[src/rtl/act_push_serializer_pkg.sv]
// act_push_serializer_pkg: shared state encoding, default sizing and lane-select helper
// Contents:
//   state_t        - serializer FSM states (IDLE, SHIFT)
//   DEF_*          - default lane/word/counter widths
//   lane_lsb()     - bit offset of a lane inside a packed word
package act_ser_pkg;
  typedef enum logic {IDLE = 1'b0, SHIFT = 1'b1} state_t;
  localparam int DEF_DATA_WIDTH = 4;
  localparam int DEF_LANES      = 8;
  localparam int DEF_IDX_WIDTH  = 3;
  localparam int DEF_CNT_WIDTH  = 16;
  function automatic int unsigned lane_lsb(input int unsigned idx, input int unsigned dw);
    return idx * dw;
  endfunction
endpackage

[src/rtl/act_push_serializer_if.sv]
// act_push_serializer_if: word-in / FIFO-write-out bundle of the serializer
// Signals:
//   in_valid, in_ready, in_data, in_mask - wide word handshake (upstream)
//   full, push, data_out                 - FIFO write port (downstream)
// Modports: slave = serializer side, master = environment side
interface act_push_serializer_if
  import act_ser_pkg::*;
#(
  parameter int DATA_WIDTH = DEF_DATA_WIDTH,
  parameter int LANES      = DEF_LANES
);
  logic                        in_valid;
  logic                        in_ready;
  logic [LANES*DATA_WIDTH-1:0] in_data;
  logic [LANES-1:0]            in_mask;
  logic                        full;
  logic                        push;
  logic [DATA_WIDTH-1:0]       data_out;
  modport slave  (input in_valid, in_data, in_mask, full, output in_ready, push, data_out);
  modport master (output in_valid, in_data, in_mask, full, input in_ready, push, data_out);
endinterface

[src/rtl/act_push_serializer_next_lane.sv]
// act_ser_next_lane: lowest set mask bit at or above a lane position
// Ports:
//   i_mask - per-lane nonzero flags
//   i_pos  - search start; one bit wider than a lane index so "past the last lane" is representable
//   o_idx  - lowest set lane >= i_pos (0 when none)
//   o_any  - a set lane exists at or above i_pos
module act_ser_next_lane
  import act_ser_pkg::*;
#(
  parameter int LANES     = DEF_LANES,
  parameter int IDX_WIDTH = DEF_IDX_WIDTH
) (
  input  logic [LANES-1:0]     i_mask,
  input  logic [IDX_WIDTH:0]   i_pos,
  output logic [IDX_WIDTH-1:0] o_idx,
  output logic                 o_any
);
  always_comb begin
    o_idx = '0;
    o_any = 1'b0;
    for (int i = LANES - 1; i >= 0; i--)
      if (i_mask[i] && (IDX_WIDTH + 1)'(i) >= i_pos) begin
        o_idx = IDX_WIDTH'(i);
        o_any = 1'b1;
      end
  end
endmodule

[src/rtl/act_push_serializer.sv]
// act_push_serializer: serialises wide activation words lane-by-lane into a FIFO write port
// Ports:
//   clk, rst_n  - clock, asynchronous active-low reset
//   Reset       - synchronous active-high clear
//   bus         - slave side of act_push_serializer_if (word handshake + FIFO push port)
//   busy        - a word is held and not fully pushed
//   pushed_cnt  - pushes since reset, wraps
// Build option: define ACT_SER_ZERO_SKIP_EN to skip lanes whose in_mask bit is 0.
module act_push_serializer
  import act_ser_pkg::*;
#(
  parameter int DATA_WIDTH = DEF_DATA_WIDTH,
  parameter int LANES      = DEF_LANES,
  parameter int IDX_WIDTH  = DEF_IDX_WIDTH,
  parameter int CNT_WIDTH  = DEF_CNT_WIDTH
) (
  input  logic                 clk,
  input  logic                 rst_n,
  input  logic                 Reset,
  act_push_serializer_if.slave bus,
  output logic                 busy,
  output logic [CNT_WIDTH-1:0] pushed_cnt
);
  state_t                      r_state, w_state_nxt;
  logic [LANES*DATA_WIDTH-1:0] r_shadow;
  logic [IDX_WIDTH-1:0]        r_idx, w_first, w_next;
  logic [CNT_WIDTH-1:0]        r_cnt;
  logic                        w_push, w_last, w_first_any, w_accept;
`ifdef ACT_SER_ZERO_SKIP_EN
  logic [LANES-1:0] r_mask;
  logic             w_next_any;
  act_ser_next_lane #(.LANES(LANES), .IDX_WIDTH(IDX_WIDTH)) u_first (
    .i_mask(bus.in_mask),
    .i_pos ('0),
    .o_idx (w_first),
    .o_any (w_first_any)
  );
  act_ser_next_lane #(.LANES(LANES), .IDX_WIDTH(IDX_WIDTH)) u_next (
    .i_mask(r_mask),
    .i_pos ({1'b0, r_idx} + (IDX_WIDTH + 1)'(1)),
    .o_idx (w_next),
    .o_any (w_next_any)
  );
  // the current lane is last when no captured mask bit remains above it
  assign w_last = !w_next_any;
`else
  logic w_unused_mask;
  assign w_unused_mask = ^bus.in_mask;
  assign w_first       = '0;
  assign w_first_any   = 1'b1;
  assign w_next        = r_idx + IDX_WIDTH'(1);
  assign w_last        = r_idx == IDX_WIDTH'(LANES - 1);
`endif
  always_comb begin
    w_push       = r_state == SHIFT && !bus.full && !Reset;
    // pushing the last lane frees the shadow register in the same cycle
    bus.in_ready = r_state == IDLE || (w_push && w_last);
    w_accept     = bus.in_valid && bus.in_ready && !Reset;
    // an all-zero-mask word is consumed without leaving IDLE
    w_state_nxt  = Reset ? IDLE :
                   w_accept ? (w_first_any ? SHIFT : IDLE) :
                   (w_push && w_last) ? IDLE : r_state;
    bus.push     = w_push;
    bus.data_out = r_shadow[lane_lsb(32'(r_idx), DATA_WIDTH) +: DATA_WIDTH];
    busy         = r_state == SHIFT;
    pushed_cnt   = r_cnt;
  end
  always_ff @(posedge clk or negedge rst_n)
    if (!rst_n) r_state <= IDLE;
    else        r_state <= w_state_nxt;
  always_ff @(posedge clk or negedge rst_n)
    if (!rst_n) begin
      r_shadow <= '0;
      r_idx    <= '0;
      r_cnt    <= '0;
`ifdef ACT_SER_ZERO_SKIP_EN
      r_mask   <= '0;
`endif
    end else if (Reset) begin
      r_shadow <= '0;
      r_idx    <= '0;
      r_cnt    <= '0;
`ifdef ACT_SER_ZERO_SKIP_EN
      r_mask   <= '0;
`endif
    end else begin
      if (w_accept) begin
        r_shadow <= bus.in_data;
        r_idx    <= w_first;
`ifdef ACT_SER_ZERO_SKIP_EN
        r_mask   <= bus.in_mask;
`endif
      end else if (w_push) r_idx <= w_next;
      r_cnt <= r_cnt + CNT_WIDTH'(w_push);
    end
endmodule

[src/flat_wrapper.sv]
// flat-port wrapper written by rule: the top's interface ports become plain ports
module act_push_serializer_flat import act_ser_pkg::*;
#(
  parameter int DATA_WIDTH = DEF_DATA_WIDTH,
  parameter int LANES      = DEF_LANES,
  parameter int IDX_WIDTH  = DEF_IDX_WIDTH,
  parameter int CNT_WIDTH  = DEF_CNT_WIDTH
)
  (clk, rst_n, Reset, busy, pushed_cnt, bus_in_valid, bus_in_data, bus_in_mask, bus_full, bus_in_ready, bus_push, bus_data_out);
  act_push_serializer_if #(.DATA_WIDTH(DATA_WIDTH), .LANES(LANES)) bus_i ();
  input  logic clk;
  input  logic rst_n;
  input  logic Reset;
  output logic busy;
  output logic [CNT_WIDTH-1:0] pushed_cnt;
  input wire logic [$bits(bus_i.in_valid)-1:0] bus_in_valid;
  input wire logic [$bits(bus_i.in_data)-1:0] bus_in_data;
  input wire logic [$bits(bus_i.in_mask)-1:0] bus_in_mask;
  input wire logic [$bits(bus_i.full)-1:0] bus_full;
  output wire logic [$bits(bus_i.in_ready)-1:0] bus_in_ready;
  output wire logic [$bits(bus_i.push)-1:0] bus_push;
  output wire logic [$bits(bus_i.data_out)-1:0] bus_data_out;
  assign bus_i.in_valid = bus_in_valid;
  assign bus_i.in_data = bus_in_data;
  assign bus_i.in_mask = bus_in_mask;
  assign bus_i.full = bus_full;
  assign bus_in_ready = bus_i.in_ready;
  assign bus_push = bus_i.push;
  assign bus_data_out = bus_i.data_out;
  act_push_serializer #(.DATA_WIDTH(DATA_WIDTH), .LANES(LANES), .IDX_WIDTH(IDX_WIDTH), .CNT_WIDTH(CNT_WIDTH)) u_core (.clk(clk), .rst_n(rst_n), .Reset(Reset), .bus(bus_i), .busy(busy), .pushed_cnt(pushed_cnt));
endmodule
[config.mk]
export PLATFORM = sky130hd
export DESIGN_NAME = act_push_serializer_flat
export DESIGN_NICKNAME = d
export VERILOG_FILES = /design/src/rtl/act_push_serializer_pkg.sv /design/src/rtl/act_push_serializer_if.sv /design/src/rtl/act_push_serializer_next_lane.sv /design/src/rtl/act_push_serializer.sv /design/src/flat_wrapper.sv
export SDC_FILE = /design/constraint.sdc
export NUM_CORES = 1
export LEC_CHECK = 0
export CORE_UTILIZATION = 50
export CTS_BUF_LIST = sky130_fd_sc_hd__clkbuf_4
export CTS_CLUSTER_DIAMETER = 40
export CTS_CLUSTER_SIZE = 10
export DETAILED_ROUTE_END_ITERATION = 12
export GPL_TIMING_DRIVEN = 0
export PLACE_DENSITY = 0.82
export SYNTH_ARGS = -nofsm -noshare
export SYNTH_HDL_FRONTEND = slang
export SYNTH_HIERARCHICAL = 1
export SYNTH_SLANG_ARGS = --single-unit
[constraint.sdc]
create_clock -name clk -period 1.9 [get_ports clk]
set_clock_uncertainty 0.15 [all_clocks]
set_input_delay 0.19 -clock clk [delete_from_list [all_inputs] [get_ports clk]]
set_output_delay 0.19 -clock clk [all_outputs]
set_load 0.005 [all_outputs]
# Word-level counts from Yosys, hierarchy flattened
# Index checks and enable logic that the tools add are counted.
dict set report totals {
  reg_bits 52
  output_inout_bits 23
  word_cells 29
  in_bits 45
}
dict set report classes {
  n_eq_ne 1
  shift 1
  add_sub_neg 2
  n_bitwise 1
  muxes 9
  n_reduce_logical 11
}
# op n
set op_table {}
lappend op_table {{$mux W32} 2}
lappend op_table {{$shiftx A32 B6 Y4} 1}
lappend op_table {{$add A16 B1 Y16} 1}
lappend op_table {{$mux W16} 1}
lappend op_table {{$mux W3} 3}
lappend op_table {{$reduce_bool A3 Y1} 2}
lappend op_table {{$logic_and A1 B1 Y1} 5}
lappend op_table {{$add A3 B1 Y3 const B} 1}
lappend op_table {{$eq A3 B3 Y1 const B} 1}
lappend op_table {{$mux W1} 3}
lappend op_table {{$logic_not A1 Y1} 2}
lappend op_table {{$reduce_bool A2 Y1} 1}
lappend op_table {{$logic_or A1 B1 Y1} 1}
lappend op_table {{$not A1 Y1} 1}

# Logic depth before layout (Yosys ltp)
# Gate-level depths: netlist (run 1).
dict set report depth {
  word_depth 9
  ltp_mapped 8
  depth_no_buf 6
}

# Worst setup path before layout (run 1)
# Ideal clock, no wire load.
dict set report synth_timing {
  path_type {register to register}
  start {register u_core.r_idx[0]}
  end {register u_core.r_shadow[10]}
  stages_incl_launch_ff 9
  slack_ns 0.171
  t_required_ns 1.614
  period_less_slack_ns 1.729
  arrival_time_ns 1.443
  path_buffers 2
  setup_ns 0.136
  path_cell_list {dfrtp_1 > ha_1 > ha_1 > nor3b_2 > o21a_1 > buf_2 > buf_2 > nand2_1 > a21oi_1}
}
dict set report synth_via {
  elab_chain_cells 6
}
# item line_no
set synth_rtl {}
lappend synth_rtl {{start, declared} act_push_serializer.sv:26} ;# logic [IDX_WIDTH-1:0] r_idx, w_first, w_next;
lappend synth_rtl {{start signal, assigned} act_push_serializer.sv:89} ;# r_idx <= w_first;
lappend synth_rtl {{start signal, assigned} act_push_serializer.sv:93} ;# end else if (w_push) r_idx <= w_next;
lappend synth_rtl {{$eq A3 B3 Y1} act_push_serializer.sv:52} ;# assign w_last = r_idx == IDX_WIDTH'(LANES - 1);
lappend synth_rtl {{$logic_and A1 B1 Y1} act_push_serializer.sv:57} ;# bus.in_ready = r_state == IDLE || (w_push && w_last);
lappend synth_rtl {{$logic_or A1 B1 Y1} act_push_serializer.sv:57}
lappend synth_rtl {{$logic_and A1 B1 Y1 (2 in a row)} act_push_serializer.sv:58} ;# w_accept = bus.in_valid && bus.in_ready && !Reset;
lappend synth_rtl {{$reduce_bool A2 Y1 (no line)} -}
lappend synth_rtl {{end signal, assigned} act_push_serializer.sv:88} ;# r_shadow <= bus.in_data;
lappend synth_rtl {{end, declared} act_push_serializer.sv:25} ;# logic [LANES*DATA_WIDTH-1:0] r_shadow;
# Every way passes these cells.
# A chain may end at the register's enable or synchronous reset.

# Worst setup path in the final report (run 1)
dict set report layout_timing {
  start {register u_core.r_idx[0]}
  end {output port bus_data_out[1]}
}
dict set report layout_via {
  elab_chain_cells 1
}
# item line_no
set layout_rtl {}
lappend layout_rtl {{$shiftx A32 B6 Y4} act_push_serializer.sv:64} ;# bus.data_out = r_shadow[lane_lsb(32'(r_idx), DATA_WIDTH) +: DATA_WIDTH];
lappend layout_rtl {{end, declared} flat_wrapper.sv:22} ;# output wire logic [$bits(bus_i.data_out)-1:0] bus_data_out;
# Every way passes these cells.

==> summary.txt, run 1 <==
Timing
  • Final setup TNS: -3480 ps
  • Fin crit period: 2330 ps
  • Worst setup margin: -428 ps
  • Worst Max-Slew Pin Slew: 741 ps
  • Fmax: about 430 MHz
  • Tcrit/Tclk final: 123%
  • Hold slack: 76.8 ps
  • Max Transition Viols Final: 0
  • Count of final setup violators: 37
  • Worst rel slew slack: 50.6%
  • RSZ-0062 raised after global routing: yes
  • Final hold vios: 0

Logic synthesis
  • Synth area leaders: dfrtp_1, nand2_1, mux4_2
  • Ys async rst share: 100%
  • Share of the synthesized area in the top cell type: 50.0%
  • Dominant cell type by area after synthesis: dfrtp_1
  • Post-synth top flop: dfrtp_1
  • Synthesis Warnings: 6
  • Avg Cell Area, Syn: ~10 sq um
  • Syn Std Cell Area: 0.00260 sq mm
  • Mapped Cells: 255
  • Sequential cell area fraction in the yosys report: approximately 50%
  • Post-synthesis cell type count: 36
  • EDFF count, synth: 0
  • Syn_nets: 302
  • Flops & latches, synth: 52

Worst setup path
  • FF-to-FF End: u_core/r_shadow[18]
  • Crit path launch: u_core/r_idx[0]
  • Largest stage delay on the critical path: ~510 ps
  • Crit path to: bus_data_out[1]
  • CP max FO: 4
  • Crit Reg-Reg Startpoint: u_core/r_idx[2]
  • Critical Path Start Type: flop
  • R2R depth: 6
  • CP Cell Sequence: buf_8 -> buf_4 -> mux4_2 -> mux2_4 -> buf_6
  • Crit path max-delay cell type: mux4_2
  • Critical Path Sink Type: output pin
  • Crit path required time: between 1500 and 2000 ps
  • Crit Path Category: reg -> out
  • Worst EP arrival: 1990 ps
  • Flop-to-flop setup slack: -90 ps

Route
  • Final ANT Viol Nets: 0
  • Vias: 2301
  • Via/cell ratio: 5.64
  • Initial DRC count: 136
  • Routed len/inst: 18.5 um
  • Drt total wl: 7570 um
  • # DRC: 0
  • DR pass1 iterations: 4

Floorplan
  • Die width: 74.2 um
  • Core area: 0.00488 sq mm
  • IO Pins: 68
  • # rows: 25
  • Die ar.: about 0.0055 sq mm
  • Starting Density: 53.4%
  • Die Ht: 74.2 um

Clock tree
  • Clock H-tree levels: 2
  • Clock Path Buffers: 2
  • CTS tree: built
  • Skew-Pair Late Insertion Delay: 390 ps
  • CTS Sinks: 52
  • Worst-path clk slew: 150 ps
  • TritonCTS buffer count: 5
  • Clk root buf: clkbuf_4

Global routing
  • GRT Total Usage: 29.0%
  • Vias in the first global route: 2373
  • Global-route wire length before repair: about 11000 um
  • Initial antenna violation count: 0
  • GRT Residual Overflow: 0
  • Largest net degree at the start of global routing: 39

Cells and area
  • Most frequent cells in the layout: nand2_1, clkdlybuf4s50_1, dfrtp_1, a21oi_2, buf_6
  • P&R area growth vs syn: 47.1%
  • Fillers: 322
  • Design Area, Final: about 0.0038 sq mm
  • Commonest non-fill, non-tap cell in the layout: nand2_1
  • Antenna cells: 0
  • Final Net Count: just under 400
  • Layout cells sized above 1: 30.5%

Pwr
  • Total power per unit cell area: 558 mW/mm^2
  • Cell leakage power: between 1.5 and 2 nW
  • Worst-case vdd ir drop: 0.000503 V

Placement
  • Post-DP HPWL: 4190 um
  • Port bufs: 59
  • Placed instance area: between 0.003 and 0.004 sq mm
  • Routability cong.: 0.806

Run
  • Max-capacitance violation count: 0

Min path
  • Hold Path Class: in -> async

Outcome
  • Outcome: finished with violations
  • Failing checks: negative setup slack
cells in the mapped netlist (all sizes together), types with 3 or more instances:
cell type	instances
nand2	69
dfrtp	52
a21oi	34
nor2	15
buf	10
mux4	8
xor2	7
clkbuf	6
nand3	6
mux2	5
nand2b	5
nor3	5
xnor2	5
nand4	4
mux2i	3
nor2b	3
nor4	3
worst max-delay path: cells and delay by family, from the launching register on:
kind | cells | cell delay [ps]
muxes | 2 | 800
DFF | 1 | 430
buffers and inverters | 3 | 360
sequential cells by signal, summed over array words and instances, names as in the netlist:
| name | flops |
|---|---|
| u_core/r_idx | 3 |
| u_core/busy | 1 |
| u_core/r_shadow | 32 |
| u_core/pushed_cnt | 16 |
repair_timing:
| item | CTS | global route |
|---|---|---|
| cloned | 4 | 0 |
| setup buffers | 14 | 0 |
| setup endpoints to repair | 36 | 41 |
| resized for setup | 76 | 36 |
| hold buffers | 1 | 0 |
| hold endpoints to repair | 52 | 0 |
| pin swaps | 31 | 9 |
final cells by class:
class	instances	area [sq um]	share of cell area (%)
Timing Repair Buffer	79	818	21.4
Tap cell	67	83.8	2.19
Inverter	2	7.51	0.196
Sequential cell	52	1300	34.0
Multi-Input combinational cell	185	1410	36.9
Buffer	15	148	3.85
Clock inverter	2	11.3	0.294
Clock buffer	6	45.0	1.18
routing by layer:
metal / track usage (%) / up-vias / routed length (um) / part of all wire [%]
li1: - / 1036 / - / -
met1: 36.4 / 1130 / 2890 / 38
met2: 49.2 / 116 / 3870 / 51
met3: 5.42 / 19 / 499 / 6.6
met4: 13.0 / 0 / 299 / 4.0
met5: 0 / - / 0 / 0
cells by family (layout without fill, tap and decap cells):
logic type | count (synthesis) | in the layout | share of synthesized area [%]
AND/OR/NAND/NOR | 115 | 115 | 22.8
flip-flops | 52 | 52 | 50.0
buffers and inverters | 18 | 104 | 3.79
adder cells (fa/ha/maj) | 2 | 2 | 0.960
AO/OA/AOI/OAI | 40 | 40 | 8.26
multiplexers | 16 | 16 | 10.2
XOR/XNOR | 12 | 12 | 4.03
how the worst min path moves through the flow:
| stage | start | end | slack [ps] | cells past startpoint |
|---|---|---|---|---|
| 6_report | rst_n | u_core/pushed_cnt[11] | 80 | 2 |
| 5_1_grt | rst_n | u_core/pushed_cnt[10] | 130 | 2 |
| 4_1_cts | rst_n | u_core/pushed_cnt[11] | 80 | 2 |
| 3_5_place_dp | rst_n | u_core/pushed_cnt[11] | -30 | 1 |
| 3_3_place_gp | u_core/pushed_cnt[15] | u_core/pushed_cnt[15] | 310 | 1 |
| 2_1_floorplan | rst_n | u_core/busy | -260 | 0 |
metrics by stage:
| step | std cells | worst slack (ps) | total power [mW] | util [%] |
|---|---|---|---|---|
| after floorplan | 255 | 171 | 1.33 | - |
| after global placement | 381 | -1010 | 1.48 | 67.2 |
| after detailed placement | 382 | -394 | 1.50 | 67.5 |
| after CTS | 408 | -381 | 2.08 | 75.8 |
| after global routing | 408 | -461 | 2.22 | 78.5 |
| final | 408 | -428 | 2.14 | 78.5 |
power by group:
part	leakage [nW]	switching [mW]	internal (mW)	total, mW
combinational	0.917	0.198	0.232	0.430
clock	0.0293	0.372	0.156	0.528
sequential	0.706	0.0338	1.15	1.18
total	1.65	0.604	1.54	2.14
Note: power is estimated with default switching activity, not from simulation.
==> inputs of run 2 (changes only) <==
GPL_TIMING_DRIVEN = unset   (was 0)
SLEW_MARGIN = 20   (was unset)
==> run 2 against run 1 <==
Compared with the run above:
- the flow still finishes with violations (negative setup slack)
- non-clock buffer count up 1
- combinational power grew 28%
- first-iteration DRC count increased by 16%
- final cell count grew 0.25%
==> summary.txt, run 2 (synthesized netlist as in run 1, its figures left out) <==
Outcome
  • Outcome: finished with violations
  • Failing checks: negative setup slack

Route
  • Initial DRC count: 158
  • Final ANT Viol Nets: 0
  • # DRC: 0
  • Routed len/inst: 23.2 um
  • Drt total wl: about 9500 um
  • DR pass1 iterations: 4
  • Via/cell ratio: around 6.0
  • Vias: ~2500

Timing
  • Worst setup margin: -478 ps
  • Tcrit/Tclk final: 125%
  • Worst rel slew slack: 64.2%
  • Final hold vios: 0
  • RSZ-0062 raised after global routing: yes
  • Count of final setup violators: 40
  • Fin crit period: 2380 ps
  • Hold slack: 45.9 ps
  • Final setup TNS: -14330 ps
  • Fmax: about 420 MHz
  • Max Transition Viols Final: 0
  • Worst Max-Slew Pin Slew: 536 ps

Pwr
  • Comb power frac: 22.8%
  • Clock Power Share: 27.4%
  • Total power per unit cell area: 563 mW/mm^2
  • Cell leakage power: slightly below 2 nW
  • Switching Share: 29.5%
  • Seq pwr share: 49.8%
  • Sw power: roughly 0.71 mW
  • Design Power: 2.41 mW
  • Power Internal: 1.70 mW
  • Worst-case vdd ir drop: roughly 0.00064 V

Floorplan
  • # rows: 25
  • Die width: between 70 and 80 um
  • Starting Density: 53.4%
  • Die Ht: approximately 74 um
  • IO Pins: 68
  • Die ar.: between 0.005 and 0.006 sq mm
  • Core area: 0.00488 sq mm

Placement
  • Port bufs: 59
  • Routability cong.: 0.882
  • Post-DP HPWL: 4250 um
  • Placed instance area: around 0.0034 sq mm
  • Placed insts: roughly 380
  • Worst slack, placed: -187 ps

Clock tree
  • CTS Sinks: 52
  • TritonCTS buffer count: 5
  • Worst-path clk slew: 180 ps
  • Clock H-tree levels: 2
  • Clk root buf: clkbuf_4
  • Clock Path Buffers: 2
  • Skew-Pair Late Insertion Delay: 400 ps
  • CTS tree: built

Cells and area
  • Final Non-Filler Cells: 409
  • P&R area growth vs syn: 64.6%
  • Final Net Count: 388
  • Top reg by flops: u_core/r_shadow
  • Antenna cells: 0
  • Design Area, Final: 0.00429 sq mm
  • Max reg flops: 32
  • Most frequent cells in the layout: clkdlybuf4s50_1, dfrtp_1, nand2_4, a21oi_2, nand2_1
  • Final Core Density: 87.9%
  • Layout cells sized above 1: 45.6%

Worst setup path
  • Crit-path leading delay family: buffers and inverters
  • Largest stage delay on the critical path: 450 ps
  • Crit path buf inv count: 5
  • Crit Path Category: reg -> reg
  • Crit path max-delay cell type: dfrtp_1
  • Crit path required time: around 2100 ps
  • CP max FO: 8
  • Critical Path Sink Type: flop
  • Worst EP arrival: around 2500 ps
  • Critical Path Start Type: flop
  • CP Cell Sequence: buf_12 -> buf_4 -> buf_6 -> ha_4 -> ha_4 -> nor3b_4 -> o21ai_2 -> buf_6 -> buf_16 -> nand2_1 -> a21oi_2

Global routing
  • Initial antenna violation count: 0
  • GRT Total Usage: 30.8%
  • Largest net degree at the start of global routing: 38
  • GRT Residual Overflow: 0
  • Global-route wire length before repair: 12100 um
  • Vias in the first global route: 2433

Min path
  • Hold Path Class: in -> async

Run
  • Max-capacitance violation count: 0
==> run 2: cell types whose count changed in the layout (fill, tap and decap cells not counted), sizes merged <==
cell | before | now
buf | 34 | 38
clkbuf | 12 | 8
dlymetal6s2s | 3 | 0
bufinv | 0 | 1
clkdlybuf4s50 | 50 | 51
clkinv | 1 | 2
clkinvlp | 1 | 0
dlygate4sd2 | 0 | 1
dlygate4sd3 | 1 | 2
==> run 2: final cells by class <==
type                            instances  area [sq um]
Fill cell                             225           591
Sequential cell                        52          1300
Inverter                                2          7.51
Timing Repair Buffer                   95          1080
Clock inverter                          3          37.5
Clock buffer                            5          37.5
Tap cell                               67          83.8
Multi-Input combinational cell        185          1740
==> run 2: metal layers <==
metal  wire [um]  global-route usage [%]  share of wire (%)
met3         688                    7.32                7.2
met4         680                    17.1                7.2
met1        3370                    36.1                 36
met5           0                       0                  0
met2        4760                    52.2                 50
==> run 2: worst paths after layout <==
check	start	to	slack, ps	depth (start not counted)
min in group clk	bus_in_data[27]	u_core/r_shadow[27]	170	3
worst max-delay path	u_core/r_idx[0]	u_core/r_shadow[12]	-480	11
worst min-delay path	rst_n	u_core/pushed_cnt[8]	50	2
max in group asynchronous	rst_n	u_core/r_shadow[7]	980	3
worst max register to register	u_core/r_idx[0]	u_core/r_shadow[12]	-480	11
worst min register to register	u_core/pushed_cnt[15]	u_core/pushed_cnt[15]	370	1
==> run 2: timing repair <==
| action | 4_1_cts | 5_1_grt |
|---|---|---|
| cloned | 4 | 4 |
| endpoints found under the hold margin | 54 | 0 |
| setup buffers | 11 | 1 |
| setup endpoints to repair | 41 | 40 |
| resized for setup | 93 | 84 |
| pin swaps | 25 | 50 |
| hold buffers | 2 | 0 |
==> run 2: power by group through the flow <==
stage | clock, mW | sequential, mW | combinational (mW)
floorplan | 0 | 1.19 | 0.141
global placement | 0 | 1.20 | 0.298
detailed placement | 0 | 1.20 | 0.306
CTS | 0.619 | 1.18 | 0.435
global route | 0.707 | 1.20 | 0.578
finish | 0.661 | 1.20 | 0.551
==> run 2: worst register-to-register path, cell delays in order, from the launching register on <==
cell	delay (ps)
dfrtp_1	450
buf_12	160
buf_4	130
buf_6	110
ha_4	160
ha_4	150
nor3b_4	160
o21ai_2	220
buf_6	170
buf_16	140
nand2_1	100
a21oi_2	200
